--- src/rtl/sccb_config_sequencer.sv ---
// ---------------------------------------------------------------------------
// sccb_config_sequencer
//
// Walks an external 16-bit register table ({sub_addr, data}) and feeds each
// write to an SCCB master over a start/ready handshake. Table entries can
// also be in-table delays ({DELAY_TAG, ms}) or an end marker (END_WORD).
// A power-up wait precedes the first fetch. Each wait on sccb_ready is
// bounded by a timeout, and an abort input forces the error state.
//
// Ports
//   clk               system clock
//   reset             asynchronous, active-low reset
//   start             1-cycle pulse, begins a run (ignored while busy)
//   abort             level, forces ERROR from any busy state
//   rom_addr          table read address
//   rom_data          table word, valid one cycle after rom_addr changes
//   sccb_start        1-cycle command pulse to the SCCB master
//   sccb_sub_address  register address of the current write
//   sccb_set_data     register data of the current write
//   sccb_ready        SCCB master idle/ready
//   busy              high while a run is in progress
//   done              run finished normally (held until the next start)
//   error             run ended by timeout or abort (held until next start)
//   write_count       register writes completed in this run (saturating)
//   dbg_state         current FSM state encoding, for observation only
//
// Handshake with the SCCB master: a command is offered only while
// sccb_ready is 1; sccb_start is then pulsed for exactly one cycle with
// sub/data already stable. The master acknowledges by dropping sccb_ready,
// and signals completion by raising it again. Sub/data stay held until the
// next write entry is decoded.
// ---------------------------------------------------------------------------
module sccb_config_sequencer #(
    parameter int unsigned INPUT_CLK_FREQ = 25000000,
    parameter int unsigned ROM_AW         = 8,
    parameter int unsigned POWERUP_MS     = 10,
    parameter int unsigned TIMEOUT_CYCLES = 100000,
    parameter logic [7:0]  DELAY_TAG      = 8'hF0,
    parameter logic [15:0] END_WORD       = 16'hFFFF
) (
    input  logic              clk,
    input  logic              reset,
    input  logic              start,
    input  logic              abort,
    output logic [ROM_AW-1:0] rom_addr,
    input  logic [15:0]       rom_data,
    output logic              sccb_start,
    output logic [7:0]        sccb_sub_address,
    output logic [7:0]        sccb_set_data,
    input  logic              sccb_ready,
    output logic              busy,
    output logic              done,
    output logic              error,
    output logic [ROM_AW:0]   write_count,
    output logic [3:0]        dbg_state
);

    localparam logic [31:0] CLKS_PER_MS = INPUT_CLK_FREQ / 1000;
    localparam logic [31:0] PWR_CYCLES  = POWERUP_MS * (INPUT_CLK_FREQ / 1000);
    localparam logic [31:0] PWR_LAST    = PWR_CYCLES - 32'd1;
    localparam logic [31:0] TMO_LAST    = TIMEOUT_CYCLES - 32'd1;
    localparam logic [ROM_AW:0] WC_MAX  = {1'b1, {ROM_AW{1'b0}}};

    typedef enum logic [3:0] {
        S_IDLE     = 4'd0,
        S_PWRUP    = 4'd1,
        S_FETCH    = 4'd2,
        S_DECODE   = 4'd3,
        S_WAIT_RDY = 4'd4,
        S_ISSUE    = 4'd5,
        S_WAIT_ACK = 4'd6,
        S_WAIT_CMP = 4'd7,
        S_DELAY    = 4'd8,
        S_NEXT     = 4'd9,
        S_DONE     = 4'd10,
        S_ERROR    = 4'd11
    } state_e;

    state_e            state_q;
    logic [ROM_AW-1:0] rom_addr_q;
    logic              sccb_start_q;
    logic [7:0]        sub_q;
    logic [7:0]        data_q;
    logic              busy_q;
    logic              done_q;
    logic              error_q;
    logic [ROM_AW:0]   write_count_q;
    logic [31:0]       cnt_q;   // power-up and in-table delay counter
    logic [31:0]       tmo_q;   // cycles spent in the current ready wait

    logic [31:0]       delay_cycles_d;
    logic [ROM_AW:0]   write_count_d;

    always_comb begin
        delay_cycles_d = 32'(rom_data[7:0]) * CLKS_PER_MS;
        write_count_d  = (write_count_q == WC_MAX) ? write_count_q
                                                   : write_count_q + (ROM_AW+1)'(1);
    end

    always_ff @(posedge clk or negedge reset) begin
        if (!reset) begin
            state_q       <= S_IDLE;
            rom_addr_q    <= '0;
            sccb_start_q  <= 1'b0;
            sub_q         <= '0;
            data_q        <= '0;
            busy_q        <= 1'b0;
            done_q        <= 1'b0;
            error_q       <= 1'b0;
            write_count_q <= '0;
            cnt_q         <= '0;
            tmo_q         <= '0;
        end else begin
            // sccb_start is only ever set on the transition into ISSUE,
            // so clearing it here every cycle makes it a one-cycle pulse.
            sccb_start_q <= 1'b0;
            if (abort && busy_q) begin
                // abort outranks every other transition; rom_addr is left
                // pointing at the entry being worked on.
                state_q <= S_ERROR;
                busy_q  <= 1'b0;
                error_q <= 1'b1;
            end else begin
                case (state_q)
                    S_IDLE, S_DONE, S_ERROR: begin
                        if (start) begin
                            rom_addr_q    <= '0;
                            write_count_q <= '0;
                            done_q        <= 1'b0;
                            error_q       <= 1'b0;
                            busy_q        <= 1'b1;
                            cnt_q         <= '0;
                            tmo_q         <= '0;
                            state_q       <= (PWR_CYCLES == 32'd0) ? S_FETCH : S_PWRUP;
                        end
                    end
                    S_PWRUP: begin
                        if (cnt_q == PWR_LAST) begin
                            state_q <= S_FETCH;
                        end else begin
                            cnt_q <= cnt_q + 32'd1;
                        end
                    end
                    // rom_addr is held for this cycle so the table read lands
                    // in DECODE.
                    S_FETCH: state_q <= S_DECODE;
                    S_DECODE: begin
                        if (rom_data == END_WORD) begin
                            state_q <= S_DONE;
                            busy_q  <= 1'b0;
                            done_q  <= 1'b1;
                        end else if (rom_data[15:8] == DELAY_TAG) begin
                            if (delay_cycles_d == 32'd0) begin
                                state_q <= S_NEXT;
                            end else begin
                                cnt_q   <= delay_cycles_d;
                                state_q <= S_DELAY;
                            end
                        end else begin
                            sub_q   <= rom_data[15:8];
                            data_q  <= rom_data[7:0];
                            tmo_q   <= '0;
                            state_q <= S_WAIT_RDY;
                        end
                    end
                    S_WAIT_RDY: begin
                        if (sccb_ready) begin
                            sccb_start_q <= 1'b1;
                            state_q      <= S_ISSUE;
                        end else if (tmo_q == TMO_LAST) begin
                            state_q <= S_ERROR;
                            busy_q  <= 1'b0;
                            error_q <= 1'b1;
                        end else begin
                            tmo_q <= tmo_q + 32'd1;
                        end
                    end
                    S_ISSUE: begin
                        tmo_q   <= '0;
                        state_q <= S_WAIT_ACK;
                    end
                    S_WAIT_ACK: begin
                        if (!sccb_ready) begin
                            tmo_q   <= '0;
                            state_q <= S_WAIT_CMP;
                        end else if (tmo_q == TMO_LAST) begin
                            state_q <= S_ERROR;
                            busy_q  <= 1'b0;
                            error_q <= 1'b1;
                        end else begin
                            tmo_q <= tmo_q + 32'd1;
                        end
                    end
                    S_WAIT_CMP: begin
                        if (sccb_ready) begin
                            write_count_q <= write_count_d;
                            state_q       <= S_NEXT;
                        end else if (tmo_q == TMO_LAST) begin
                            state_q <= S_ERROR;
                            busy_q  <= 1'b0;
                            error_q <= 1'b1;
                        end else begin
                            tmo_q <= tmo_q + 32'd1;
                        end
                    end
                    S_DELAY: begin
                        if (cnt_q <= 32'd1) begin
                            state_q <= S_NEXT;
                        end else begin
                            cnt_q <= cnt_q - 32'd1;
                        end
                    end
                    S_NEXT: begin
                        // Last table slot ends the run without wrapping.
                        if (&rom_addr_q) begin
                            state_q <= S_DONE;
                            busy_q  <= 1'b0;
                            done_q  <= 1'b1;
                        end else begin
                            rom_addr_q <= rom_addr_q + ROM_AW'(1);
                            state_q    <= S_FETCH;
                        end
                    end
                    default: begin
                        state_q <= S_IDLE;
                        busy_q  <= 1'b0;
                    end
                endcase
            end
        end
    end

    assign rom_addr         = rom_addr_q;
    assign sccb_start       = sccb_start_q;
    assign sccb_sub_address = sub_q;
    assign sccb_set_data    = data_q;
    assign busy             = busy_q;
    assign done             = done_q;
    assign error            = error_q;
    assign write_count      = write_count_q;
    assign dbg_state        = state_q;

endmodule

--- config.mk ---
export PLATFORM = sky130hd
export DESIGN_NAME = sccb_config_sequencer
export DESIGN_NICKNAME = d
export VERILOG_FILES = /design/src/rtl/sccb_config_sequencer.sv
export SDC_FILE = /design/constraint.sdc
export NUM_CORES = 1
export LEC_CHECK = 0
export ABC_CLOCK_PERIOD_IN_PS = 2800
export BUFFER_PORTS_ARGS = -buffer_cell sky130_fd_sc_hd__buf_2
export CORE_MARGIN = 8
export CORE_UTILIZATION = 25
export DETAILED_ROUTE_END_ITERATION = 6
export SLEW_MARGIN = 20
export SYNTH_ARGS = -nofsm -noshare
export SYNTH_HDL_FRONTEND = slang
export SYNTH_SLANG_ARGS = --single-unit
--- constraint.sdc ---
create_clock -name clk -period 2.8 [get_ports clk]
set_input_delay 0.7 -clock clk [delete_from_list [all_inputs] [get_ports clk]]
set_output_delay 0.7 -clock clk [all_outputs]
set_load 0.02 [all_outputs]
Word level (Yosys, flattened, before mapping)
Cells that the tools add are included.
{"block": "totals", "regBits": 105}
{"block": "op_classes", "n_eq_ne": 37, "n_addsub": 5, "order_cmp": 1, "multipliers": 1, "bitwise_logic": 3, "reduce_logical": 22, "muxes": 53}
{"op": "$mux W32", "count": 11}
{"op": "$pmux W32 S5", "count": 1}
{"op": "$pmux W32 S4", "count": 1}
{"op": "$add A32 B1 Y32 const B", "count": 2}
{"op": "$mux W4", "count": 11}
{"op": "$pmux W4 S10", "count": 1}
{"op": "$eq A32 B17 Y1 const B", "count": 1}
{"op": "$eq A32 B18 Y1 const B", "count": 1}
{"op": "$le A32 B1 Y1 const B", "count": 1}
{"op": "$logic_not A32 Y1", "count": 1}
{"op": "$sub A32 B1 Y32 const B", "count": 1}
{"op": "$mux W9", "count": 3}
{"op": "$ne A2 B2 Y1 const B", "count": 13}
{"op": "$mul A8 B12 Y20 const B", "count": 1}
{"op": "$mux W1", "count": 18}
{"op": "$ne A3 B3 Y1 const B", "count": 6}
{"op": "$pmux W9 S2", "count": 1}
{"op": "$eq A16 B16 Y1 const B", "count": 1}
{"op": "$eq A4 B3 Y1 const B", "count": 4}
{"op": "$eq A4 B4 Y1 const B", "count": 4}
{"op": "$mux W8", "count": 2}
{"op": "$pmux W8 S2", "count": 1}
{"op": "$reduce_and A8 Y1", "count": 2}
{"op": "$reduce_and A4 Y1", "count": 3}
{"op": "23 further kinds", "count": 31}

Logic depth before layout (Yosys ltp)
Gate-level depths: netlist (run 1).
{"block": "logic_depth", "ltp_word": 7, "ltp_mapped": 19}

Worst setup path before layout (run 1)
No wires, ideal clock.
{"block": "synth_timing", "path_type": "input -> register", "start": "in rom_data[3]", "end": "reg cnt_q[27]", "cell_stages": 18, "t_arrival_ps": 4608, "slack_ps": -1940, "n_path_buf": 2, "required_time_ps": 2668, "cell_sequence": "ha_1 > inv_1 > fa_1 > inv_1 > fa_1 > ha_1 > ha_1 > a21o_1 > a31o_2 > o211a_1 > o41ai_2 > xor2_1 > and4b_1 > a21o_1 > buf_6 > buf_6 > o31ai_1 > o31ai_1"}
{"block": "synth_via", "elab_chain_cells": 4, "word_cells_on_any_way": 6, "cone_classes": "mul (1); eq/ne (3); reduce/logical (2)"}
{"element": "start: declaration", "line": "46", "source": "input logic [15:0] rom_data,"}
{"element": "$mul A8 B12 Y20", "line": "95", "source": "delay_cycles_d = 32'(rom_data[7:0]) * CLKS_PER_MS;"}
{"element": "$logic_not A32 Y1", "line": "153", "source": "if (delay_cycles_d == 32'd0) begin"}
{"element": "$ne A2 B2 Y1 (no source line)"}
{"element": "$reduce_and A8 Y1 (no source line) (*)"}
{"element": "end signal: assignment", "line": "141", "source": "cnt_q <= cnt_q + 32'd1;"}
{"element": "end signal: assignment", "line": "156", "source": "cnt_q <= delay_cycles_d;"}
{"element": "end signal: assignment", "line": "210", "source": "cnt_q <= cnt_q - 32'd1;"}
{"element": "end: declaration", "line": "88", "source": "logic [31:0] cnt_q;"}
Every way passes the cells marked *; elsewhere a longest branch is shown, timed or not.
A chain may end at the register's enable or synchronous reset.

Worst setup path in the final report (run 1)
{"block": "layout_timing", "start": "in rom_data[4]", "end": "reg cnt_q[27]"}
The elaborated chain is that of the path after synthesis.

==> results of run 1 <==
-- critical path, stage by stage --
cell,delay [ns]
sky130_fd_sc_hd__buf_8,0.11
sky130_fd_sc_hd__ha_4,0.26
sky130_fd_sc_hd__inv_2,0.03
sky130_fd_sc_hd__fa_1,0.47
sky130_fd_sc_hd__inv_1,0.05
sky130_fd_sc_hd__fa_1,0.48
sky130_fd_sc_hd__ha_4,0.29
sky130_fd_sc_hd__ha_4,0.20
sky130_fd_sc_hd__buf_6,0.12
sky130_fd_sc_hd__and3_4,0.15
sky130_fd_sc_hd__a221oi_4,0.24
sky130_fd_sc_hd__buf_6,0.16
sky130_fd_sc_hd__o2111a_1,0.17
sky130_fd_sc_hd__o211ai_1,0.11
sky130_fd_sc_hd__nand3_1,0.11
sky130_fd_sc_hd__and4b_1,0.22
sky130_fd_sc_hd__a21o_4,0.25
sky130_fd_sc_hd__buf_8,0.15
sky130_fd_sc_hd__o31ai_2,0.20
sky130_fd_sc_hd__o31ai_1,0.09
-- synth_stat cells, types with 6 or more instances --
cell type                    n
sky130_fd_sc_hd__dfrtp_1   105
sky130_fd_sc_hd__nor3_1     34
sky130_fd_sc_hd__a22oi_1     7
sky130_fd_sc_hd__xnor2_1    21
sky130_fd_sc_hd__nor4_1     16
sky130_fd_sc_hd__a31oi_1    10
sky130_fd_sc_hd__o31ai_1    10
sky130_fd_sc_hd__a221oi_1    7
sky130_fd_sc_hd__clkbuf_1   30
sky130_fd_sc_hd__ha_1       61
sky130_fd_sc_hd__xor2_1     40
sky130_fd_sc_hd__or3_1      13
sky130_fd_sc_hd__buf_2       9
sky130_fd_sc_hd__nand2_1    72
sky130_fd_sc_hd__and2_1      6
sky130_fd_sc_hd__and3_1     21
sky130_fd_sc_hd__buf_6       8
sky130_fd_sc_hd__mux2_2     18
sky130_fd_sc_hd__nand4_1    18
sky130_fd_sc_hd__nand3_1    33
sky130_fd_sc_hd__and4_1      8
sky130_fd_sc_hd__o21ai_1    31
sky130_fd_sc_hd__a21o_1      9
sky130_fd_sc_hd__inv_1      42
sky130_fd_sc_hd__fa_1       12
sky130_fd_sc_hd__o211ai_1    6
sky130_fd_sc_hd__o21ai_0    42
sky130_fd_sc_hd__nor2_1    108
sky130_fd_sc_hd__a21oi_1    50
-- routing by layer --
layer	wire length [microns]	share of wire (%)	track usage (%)
met1	11120	46	15.32
met2	11600	48	20.82
met3	799	3.3	2.241
met4	542	2.3	4.480
met5	0	0	0
-- cell type report --
class                      count  area [sq um]  area share, %
sequential                   105          2628          24.02
tap                          442         553.0          5.055
inverter                      42         157.7          1.441
timing repair buffer         227          1689          15.44
multi-input combinational    754          5625          51.42
clock inverter                 4         53.80         0.4918
clock buffer                  11         232.7          2.127
-- worst paths after layout --
| path | from | to | slack (ns) | cells past startpoint |
|---|---|---|---|---|
| max | rom_data[4] | cnt_q[27] | -1.52 | 20 |
| min | reset | tmo_q[26] | 0.35 | 1 |
| max reg2reg | cnt_q[1] | cnt_q[22] | 0.20 | 10 |
| min reg2reg | sccb_sub_address[0] | sccb_sub_address[0] | 0.51 | 1 |
| max in group asynchronous | reset | error | 1.83 | 2 |
| min in group clk | sccb_sub_address[0] | sccb_sub_address[0] | 0.51 | 1 |
-- power breakdown --
group / total, W / leakage [nW] / switching, W / internal, W
Clock: 0.00131 / 0.132 / 0.000615 / 0.000694
Sequential: 0.00219 / 1.41 / 0.000351 / 0.00184
Combinational: 0.00628 / 3.29 / 0.00345 / 0.00283
-- cell families after synthesis --
logic type,share of synthesized area (%)
simple gates,23.13
compound gates,18.83
flops,31.81
buf+inv,4.908
fa+ha+maj,12.27
xor+xnor,6.469
mux,2.575
-- timing repair --
| action | in CTS | in global routing |
|---|---|---|
| gates cloned | 1 | 0 |
| resized for setup | 33 | 46 |
| pin swaps | 26 | 29 |
| endpoints found under the setup margin | 47 | 48 |
| setup buffers | 5 | 7 |
-- sequential cells by signal (all words and copies together), names as in the netlist --
name	cells
tmo_q	32
sccb_set_data	8
done	1
sccb_start	1
sccb_sub_address	8
cnt_q	32
write_count	9
rom_addr	8
busy	1
dbg_state	4
error	1
-- per-stage QoR --
stage,TNS (ns),instances,instance area (sq um)
after floorplan,-55.04,948,8346
after global placement,-77.10,1558,10200
after detailed placement,-78.19,1558,10200
after CTS,-49.52,1578,10670
after global routing,-53.52,1585,10940
final,-47.83,1585,10940
==> flow_metrics.py, run 1 <==
metrics = {
    "clocking": {
        "htreeDepth": 3,
        "clk-insertion-delay-late_ns": 0.36,
        "cts-buffers-inserted": 9,
        "hold_buffers": 0,
        "clock-root-buffer": "sky130_fd_sc_hd__clkbuf_16",
        "tritoncts": "yes",
        "tritoncts_num_sinks": 105,
        "clock_tree.buffer_depth": 2,
        "cts.clk_slew.worst_paths_ns": 0.08,
    },
    "outcome": {
        "failed_checks": "negative setup slack",
        "status": "finished, violations left",
    },
    "critical_path": {
        "setup.worst_path.start_class": "input port",
        "timing.critical_path.arrival_ns": 4.56,
        "cp.required_ns": 3.05,
        "setup.worst_path.class": "in -> reg",
        "end_kind": "flop",
        "crit_path_max_fanout": 8,
    },
    "logic_synthesis": {
        "avgSynthCellArea_sq_um": 8.712,
        "synth.area.top_cells": "sky130_fd_sc_hd__dfrtp_1, sky130_fd_sc_hd__ha_1, sky130_fd_sc_hd__nor2_1, sky130_fd_sc_hd__xor2_1, sky130_fd_sc_hd__nand2_1",
        "synth.top_cell.area_share_pct": 31.81,
        "sequential_to_total_area_share_from_yosys_stat_pct": 31.81,
        "ys_seq_elements": 105,
        "postSynth.asyncResetShare_pct": 100.0,
        "synth_ff_type": "sky130_fd_sc_hd__dfrtp_1",
        "synth_nets": 1042,
        "yosys_warnings": 0,
        "netlist_instances": 948,
        "yosys.cell_types.count": 85,
        "synth_top_cell_by_area": "sky130_fd_sc_hd__dfrtp_1",
        "synth_edf_count": 0,
        "mappedNetlistArea_sq_mm": 0.008259,
    },
    "placement": {
        "place_worst_setup_slack_ns": -2.158,
        "dpl.hpwl_microns": 18050,
        "gpl.final_weighted_congestion": 0.8669,
        "buffer_ports.inserted": 61,
    },
    "global_routing": {
        "grt_start_max_net_pins": 39,
        "initial_antenna_violation_count": 0,
        "number_of_global_route_vias_before_repair": 7871,
        "grt_overflow_total": 0,
        "globalRouteTotalUtil_pct": 12.26,
        "global_route_wire_length_before_repair_microns": 39470,
    },
    "worst_hold_path": {
        "min-delay-path-class": "in -> async",
    },
    "run": {
        "max_cap_viol_count": 0,
    },
    "drt": {
        "ant_nets": 0,
        "dr.pass1.iters": 5,
        "remaining_drc_errors": 0,
        "detail_route.wl_per_cell_microns": 15.18,
        "num_vias": 7790,
        "detailedRoute.firstIterationViolations": 518,
        "avgViaCountPerCell": 4.915,
        "detail_route.wirelength_microns": 24070,
    },
    "power_and_ir_drop": {
        "power.leakage_nw": 4.833,
        "p_per_area_mw_per_mm2": 894.6,
        "power.total_w": 0.009787,
        "vdd_drop_max_mv": 0.3756,
    },
    "timing": {
        "timing.slew.headroom_pct": 50.79,
        "max_clock_freq_mhz": 231.7,
        "clock_skew_ns": 0.008678,
        "worst-slew-pin-transition_ns": 0.7382,
        "post-route-min-period_ns": 4.317,
        "finalCritPeriodShare_pct": 154.2,
        "final-max-slew-violation-count": 0,
        "fin_hold_ws_ns": 0.3512,
        "setup_viol_count_final": 33,
        "hold_violations": 0,
        "setup_slack_ns": -1.517,
        "grt_setup_unrepaired": "yes",
    },
    "die": {
        "initial_core_util_pct": 25.38,
        "row_count": 66,
        "fp.coreArea_sq_mm": 0.03254,
        "die-height_microns": 197.8,
        "top_level_ports": 62,
        "design.die.area_sq_mm": 0.03911,
        "die_width_microns": 197.8,
    },
    "final_layout": {
        "antenna_cells": 0,
        "finalCoreUtilization_pct": 33.62,
        "commonest_non_fill_non_tap_cell_in_the_layout": "sky130_fd_sc_hd__buf_4",
        "final_layout_size_suffix_gt1_share_pct": 30.27,
        "area.growth.synth_to_final_pct": 32.45,
        "most-common-layout-cells": "sky130_fd_sc_hd__buf_4, sky130_fd_sc_hd__nor2_1, sky130_fd_sc_hd__dfrtp_1",
        "filler_cell_count": 3372,
        "layout_nets": 1233,
    },
}
(Power assumes the default switching activity.)
==> run 2: changes to the inputs <==
ABC_CLOCK_PERIOD_IN_PS = 4600   (was 2800)
SETUP_SLACK_MARGIN = 0.1   (was default)
SLEW_MARGIN = default   (was 20)
clock period = 4.6 ns   (was 2.8 ns; I/O delays follow)
==> flow_metrics.py, run 2 (synthesis gave the netlist of run 1 again) <==
metrics = {
    "outcome": {
        "status": "finished, violations left",
        "failed_checks": "negative setup slack",
    },
    "critical_path": {
        "end_kind": "flop",
        "critical_path.reg2reg.endpoint": "cnt_q[31]",
        "timing.reg2reg.setup_slack_ns": 1.43,
        "worstSetupEndpoint": "cnt_q[31]",
        "cp_top_family": "adder cells",
        "critical_path.startpoint": "rom_data[6]",
        "setup.worst_path.start_class": "input port",
        "worstSetupPathDepth": 19,
        "crit_path_max_fanout": 15,
        "critical_path.cell_chain": "buf_2 -> buf_4 -> ha_1 -> ha_1 -> inv_1 -> fa_1 -> inv_1 -> ha_1 -> ha_1 -> a21o_1 -> a221o_1 -> a21oi_2 -> buf_4 -> a31oi_1 -> xnor2_1 -> nor4_2 -> a21o_4 -> buf_12 -> a211o_1",
        "critical_path.most_common_cell": "sky130_fd_sc_hd__ha_1",
        "setup.worst_path.class": "in -> reg",
        "cp.required_ns": 4.85,
        "worst-r2r-cell-count": 9,
        "slowest_stage": "sky130_fd_sc_hd__fa_1",
        "critical_path.reg2reg.startpoint": "cnt_q[3]",
        "worst_path_largest_cell_delay_ns": 0.49,
        "cp_num_buf_inv": 6,
        "timing.critical_path.arrival_ns": 5.16,
    },
    "timing": {
        "setup_viol_count_final": 33,
        "timing.slew.headroom_pct": 32.36,
        "post-route-min-period_ns": 4.908,
        "max_clock_freq_mhz": 203.7,
        "hold_violations": 0,
        "grt_setup_unrepaired": "yes",
        "fin_hold_ws_ns": 0.5023,
        "finalCritPeriodShare_pct": 106.7,
        "worst-slew-pin-transition_ns": 1.015,
        "final-max-slew-violation-count": 0,
        "clock_skew_ns": 0.007605,
        "setup_slack_ns": -0.3082,
    },
    "global_routing": {
        "global_route.usage.met1_pct": 14.79,
        "initial_antenna_violation_count": 0,
        "gr-usage-met2_pct": 19.52,
        "grt_overflow_total": 0,
        "number_of_global_route_vias_before_repair": 7362,
        "top_usage_layer": "met2",
        "global_route_wire_length_before_repair_microns": 37630,
        "grt_start_max_net_pins": 44,
        "globalRouteTotalUtil_pct": 11.72,
        "grt_use_met3_pct": 2.428,
    },
    "die": {
        "initial_core_util_pct": 25.38,
        "design.die.area_sq_mm": 0.03911,
        "fp.coreArea_sq_mm": 0.03254,
        "row_count": 66,
        "die_width_microns": 197.8,
        "top_level_ports": 62,
        "die-height_microns": 197.8,
    },
    "final_layout": {
        "most-common-layout-cells": "sky130_fd_sc_hd__nor2_1, sky130_fd_sc_hd__dfrtp_1, sky130_fd_sc_hd__buf_4",
        "layout_nets": 1154,
        "antenna_cells": 0,
        "area.growth.synth_to_final_pct": 22.07,
        "commonest_non_fill_non_tap_cell_in_the_layout": "sky130_fd_sc_hd__nor2_1",
        "multi_input_area_sq_mm": 0.005438,
        "filler_cell_count": 3458,
        "ff_latch_area_sq_mm": 0.002628,
        "finalCoreUtilization_pct": 30.99,
        "stdcell_count": 1507,
        "final_layout_size_suffix_gt1_share_pct": 22.63,
    },
    "placement": {
        "place.detailed.instances": 1482,
        "gpl.final_weighted_congestion": 0.8592,
        "place_worst_setup_slack_ns": -0.8529,
        "buffer_ports.inserted": 61,
        "dpl.hpwl_microns": 16880,
    },
    "drt": {
        "detail_route.wirelength_microns": 22770,
        "ant_nets": 0,
        "detailedRoute.firstIterationViolations": 458,
        "num_vias": 7576,
        "detail_route.wl_per_cell_microns": 15.11,
        "dr.pass1.iters": 5,
        "avgViaCountPerCell": 5.027,
        "remaining_drc_errors": 0,
    },
    "power_and_ir_drop": {
        "p_per_area_mw_per_mm2": 546.5,
        "power.total_w": 0.005510,
        "vdd_drop_max_mv": 0.2240,
        "power.leakage_nw": 4.433,
    },
    "clocking": {
        "tritoncts": "yes",
        "cts.clk_slew.worst_paths_ns": 0.07,
        "clock_tree.buffer_depth": 2,
        "hold_buffers": 0,
        "tritoncts_num_sinks": 105,
        "htreeDepth": 3,
        "clk-insertion-delay-late_ns": 0.36,
        "cts-buffers-inserted": 9,
        "clock-root-buffer": "sky130_fd_sc_hd__clkbuf_16",
    },
    "run": {
        "max_cap_viol_count": 0,
    },
    "worst_hold_path": {
        "hold_path_origin": "sccb_sub_address[3]",
        "hold_depth": 1,
        "min-delay-path-class": "reg -> reg",
    },
}
run 2: changes by cell type in the layout (fill, tap and decap cells not counted), moves of 3 or more:
cell                       delta
sky130_fd_sc_hd__ha_1        +11
sky130_fd_sc_hd__a21oi_2      -3
sky130_fd_sc_hd__o21ai_2      -7
sky130_fd_sc_hd__buf_12       -3
sky130_fd_sc_hd__inv_1        +3
sky130_fd_sc_hd__buf_6       -10
sky130_fd_sc_hd__buf_2        +3
sky130_fd_sc_hd__a21oi_1      +3
sky130_fd_sc_hd__clkbuf_8     +3
sky130_fd_sc_hd__o21ai_1      +5
sky130_fd_sc_hd__inv_2        -3
sky130_fd_sc_hd__buf_4       -69
sky130_fd_sc_hd__ha_4        -11
run 2: through the flow:
stage               TNS, ns  area (sq um)
floorplan            -10.49          8346
global placement     -22.46          9579
detailed placement   -25.38          9579
CTS                  -8.711         10020
global route         -13.70         10080
finish               -8.080         10080
run 2: what timing repair did:
item | CTS | global route
setup buffers | 7 | 3
setup endpoints to repair | 33 | 33
pin swaps | 20 | 8
resized for setup | 23 | 6
run 2: power by group:
part	internal [W]	total (W)	switching, W
sequential	0.00112	0.00143	0.000315
combinational	0.00142	0.00329	0.00187
clock	0.000415	0.000783	0.000368
run 2: metal layers:
layer	up-vias	part of all wire, %
met5	-	0
met4	0	2.1
met3	36	4.4
met2	179	48
met1	3688	45
li1	3673	-
run 2: worst min path at each step:
| stage | end | slack, ns |
|---|---|---|
| floorplan | cnt_q[23] | 0.50 |
| global placement | sccb_sub_address[3] | 0.48 |
| detailed placement | sccb_sub_address[3] | 0.49 |
| CTS | sccb_sub_address[1] | 0.51 |
| global route | sccb_set_data[4] | 0.52 |
| finish | sccb_sub_address[3] | 0.50 |
run 2: cell type report:
| cell class | instances | share of cell area [%] |
|---|---|---|
| multi-input combinational | 754 | 53.93 |
| sequential | 105 | 26.06 |
| timing repair buffer | 148 | 10.05 |
| tap | 442 | 5.485 |
| clock buffer | 13 | 2.681 |
| inverter | 42 | 1.564 |
| clock inverter | 3 | 0.2234 |
